===== config.mk =====
export PLATFORM = sky130hd
export DESIGN_NAME = hazard_forward_unit
export DESIGN_NICKNAME = d
export VERILOG_FILES = /design/src/rtl/hazard_forward_unit.sv
export SDC_FILE = /design/constraint.sdc
export NUM_CORES = 1
export LEC_CHECK = 0
export CELL_PAD_IN_SITES_DETAIL_PLACEMENT = 0
export CELL_PAD_IN_SITES_GLOBAL_PLACEMENT = 1
export CORE_ASPECT_RATIO = 1.4
export CORE_UTILIZATION = 36
export CTS_CLUSTER_DIAMETER = 100
export DETAILED_ROUTE_END_ITERATION = 10
export GPL_ROUTABILITY_DRIVEN = 1
export PLACE_DENSITY = 0.83
export SLEW_MARGIN = 10
export SYNTH_ARGS = -nofsm -noshare
export SYNTH_HDL_FRONTEND = slang
export SYNTH_SLANG_ARGS = --single-unit

===== constraint.sdc =====
create_clock -name clk -period 3.6 [get_ports clk]
set_input_delay 0.9 -clock clk [delete_from_list [all_inputs] [get_ports clk]]
set_output_delay 0.9 -clock clk [all_outputs]
set_load 0.1 [all_outputs]

===== src/rtl/hazard_forward_unit.sv =====
// hazard_forward_unit: load-use stall and operand forwarding selects from a 3-deep issue history (optional HAZ_ZERO_REG_EN keeps r0 from ever matching)
module hazard_forward_unit (
  input  logic       clk,
  input  logic       rst,
  input  logic       instr_valid,
  input  logic [4:0] RA,
  input  logic [4:0] RB,
  input  logic       use_ra,
  input  logic       use_rb,
  input  logic [4:0] RW,
  input  logic       wr_en,
  input  logic       is_load,
  output logic       stall,
  output logic [1:0] mux_sel_A,
  output logic [1:0] mux_sel_B,
  output logic [4:0] RW_dm,
  output logic       wr_dm
);
  logic       h1_v, h2_v, h3_v, h1_l, issue;
  logic [4:0] h1_r, h2_r, h3_r;
  function automatic logic hit(input logic v, input logic [4:0] r, input logic [4:0] s, input logic u);
`ifdef HAZ_ZERO_REG_EN
    return u & v & (r == s) & (s != 5'd0);
`else
    return u & v & (r == s);
`endif
  endfunction
  function automatic logic [1:0] sel(input logic [4:0] s, input logic u);
    return hit(h1_v, h1_r, s, u) ? 2'b01 :
           hit(h2_v, h2_r, s, u) ? 2'b10 :
           hit(h3_v, h3_r, s, u) ? 2'b11 : 2'b00;
  endfunction
  // a load still one stage ahead cannot forward yet, so hold decode for one cycle
  always_comb begin
    stall = instr_valid & h1_l & (hit(h1_v, h1_r, RA, use_ra) | hit(h1_v, h1_r, RB, use_rb));
    issue = instr_valid & ~stall;
  end
  // shift the issue history and register operand selects against the pre-shift history
  always_ff @(posedge clk) begin
    if (rst) begin
      {h1_v, h2_v, h3_v, h1_l} <= '0;
      {h1_r, h2_r, h3_r} <= '0;
      mux_sel_A <= 2'b00;
      mux_sel_B <= 2'b00;
    end else begin
      {h3_v, h3_r} <= {h2_v, h2_r};
      {h2_v, h2_r} <= {h1_v, h1_r};
      {h1_v, h1_r, h1_l} <= {issue & wr_en, RW, is_load};
      mux_sel_A <= issue ? sel(RA, use_ra) : 2'b00;
      mux_sel_B <= issue ? sel(RB, use_rb) : 2'b00;
    end
  end
  assign RW_dm = h2_r;
  assign wr_dm = h2_v;
endmodule


==> qor.txt <==
Status - finished, final reports clean
CTS tree - yes
Power consumption - 488 uW
Sequential fraction of the synthesis area - 0.449
FF+latch count, synth - 23
Mapped Area - 1030 um2
Die Area - 3070 um2
Root buffer cell - clkbuf_4
Worst Path Class, Setup - input pin to output pin
Hold slack - 0.506 ns
DRC viols - 0
Initial antenna violation count - 0
Hold_buf cts - 0
ANT nets after route - 0
VDD IR max - 0.264 mV
Total GRT Usage - 0.171
Mapped Nets - 125
Final Hold Violating Endpoints - 0
Final setup vio count - 0
Die W - 47.1 um
Largest stage delay on the critical path - 0.50 ns
Slew Limit Fails - 0
Maximum clock path buffer count - 2
RSZ-0062 raised after global routing - false
Share of cells above drive strength 1 - 0.125
CP Buf/Inv Count - 2
Clk pin slew, worst setup/hold paths - 0.11 ns
Clk sinks - 23
Largest net degree at the start of global routing - 20
Max_cap viols - 0
DRT Pass-1 Iters - 4
Crit path launch type - input pin
Ys Warns - 0
PortBufs - 32
Tcrit/Tclk final - 0.977
Critical Path, Cell by Cell - clkdlybuf4s50_1 > xor2_1 > or4_4 > nor3b_4 > o211a_1 > buf_12
Nature of the critical path endpoint - output pin
Clk_lat worst skew - 0.31 ns
Avg Cell Area, Syn - 9.96 um2
Gpl congestion - 0.775
Max FO, Critical Path - 2
Reg2reg setup slack - 1.81 ns
TNS Setup - 0 ns
PD cells - 331 nW/um2
Most frequent cells in the layout - dfxtp_1 (23), clkdlybuf4s50_1 (23), nor2b_1 (19), xnor2_1 (18)
Site Rows - 22
Initial DRC Count - 7
Die Y-Extent - 65.2 um
Min-delay worst type - flip-flop to flip-flop
Worst path slowest cell - or4_4
Total grt overflow - 0
First-pass GRT wire length - 3.73 mm
Avg Vias per Cell - 4.76
CP delay by family, top - simple AND/OR/NAND/NOR gates
Routed WL per cell - 12.5 um
Cts bufs inserted - 3
CTS H-tree lvls - 1
Antenna diodes - 0
Synth-to-layout area growth - 43.7%
Initial Util - 0.384
Post-Route Utilization - 0.552
Post-Layout Inst Area - 1470 um2
Core Footprint - 2670 um2
Vias - 856
Leakage - 0.000575 uW
Critical Path RT - 2.70 ns
Io pins - 33
Post-Syn Instances - 103
Register Area - 460 um2
Routed wire length - 2.25 mm
Tmin final - 3.52 ns
Max Freq - 284 MHz
Vias in the first global route - 873
Cell variety after synth - 19
Post-CTS Setup Repair Bufs - 0
Worst slew pin tran - 0.969 ns
Critical path arrival - 2.62 ns
Area after DPL - 1430 um2
Slew HR - 0.352
Final #Nets - 167
FILL cells - 261
Worst Skew - 0.00854 ns
Multi-input logic area - 577 um2
[flip-flops by register name, indices dropped and copies added, names as in the netlist]
signal	count
h3_r	5
mux_sel_A	2
h1_l	1
h1_r	5
RW_dm	5
mux_sel_B	2
h1_v	1
h3_v	1
wr_dm	1
[power breakdown]
group / total, uW / switching, uW / leakage, uW / internal [uW]
sequential: 272 / 8.80 / 0.000188 / 263
combinational: 98.4 / 48.6 / 0.000372 / 49.9
clock: 118 / 74.2 / 0.0000150 / 43.4
[cells in the mapped netlist]
library cell  count  area [um2]
or4_1             1        7.51
o21a_1            1        7.51
xor2_1           12         105
nor2b_1          19         119
clkbuf_1          1        3.75
nand2_1           1        3.75
or4b_1            1        10.0
nor4_1            4        25.0
a21oi_1           2        10.0
nor3b_1           2        15.0
nand3_1           3        15.0
nand4_1           5        31.3
xnor2_1          18         158
nor3_1            3        15.0
o211a_1           1        10.0
nand2b_1          1        6.26
dfxtp_1          23         460
nor2_1            3        11.3
and3_1            2        12.5
[final cells by class]
type                       count  share of cell area
multi-input combinational     79               0.391
sequential                    23               0.312
timing repair buffer          38               0.248
tap                           36              0.0306
clock buffer                   4              0.0178
[worst paths after layout]
check / startpoint / end / cells after the start
max: RA[2] / stall / 6
min: h1_v$_SDFF_PP0_ / wr_dm$_SDFF_PP0_ / 1
max reg2reg: h1_r[4]$_SDFF_PP0_ / mux_sel_B[0]$_SDFF_PP0_ / 6
min reg2reg: h1_v$_SDFF_PP0_ / wr_dm$_SDFF_PP0_ / 1
[metrics by stage]
stage	worst slack, ns	instances
floorplan	0.194	103
global placement	-0.0699	176
detailed placement	-0.0823	176
CTS	0.00983	180
global route	0.0191	180
finish	0.0814	180
[repair_timing]
item / in CTS / in global routing
endpoints found under the setup margin: 1 / 1
pin swaps: 2 / 3
resized for setup: 1 / 4
hold endpoints to repair: 0 / 0
[kinds of logic (layout without fill, tap and decap cells)]
| group | Yosys count | count (layout) | synth area share |
|---|---|---|---|
| AOI/OAI and AO/OA | 4 | 4 | 0.0268 |
| and+or+nand+nor | 45 | 45 | 0.265 |
| DFF | 23 | 23 | 0.449 |
| xor gates and xnor gates | 30 | 30 | 0.256 |
| buffers and inverters | 1 | 42 | 0.00366 |
[routing by layer]
metal / vias up / wire (um) / GRT usage
met5: - / 0 / 0
met4: 0 / 41 / 0.0643
met3: 5 / 82 / 0.0247
met2: 23 / 1280 / 0.313
met1: 396 / 843 / 0.186
li1: 432 / - / -
Power figures use the tool's default switching activity.
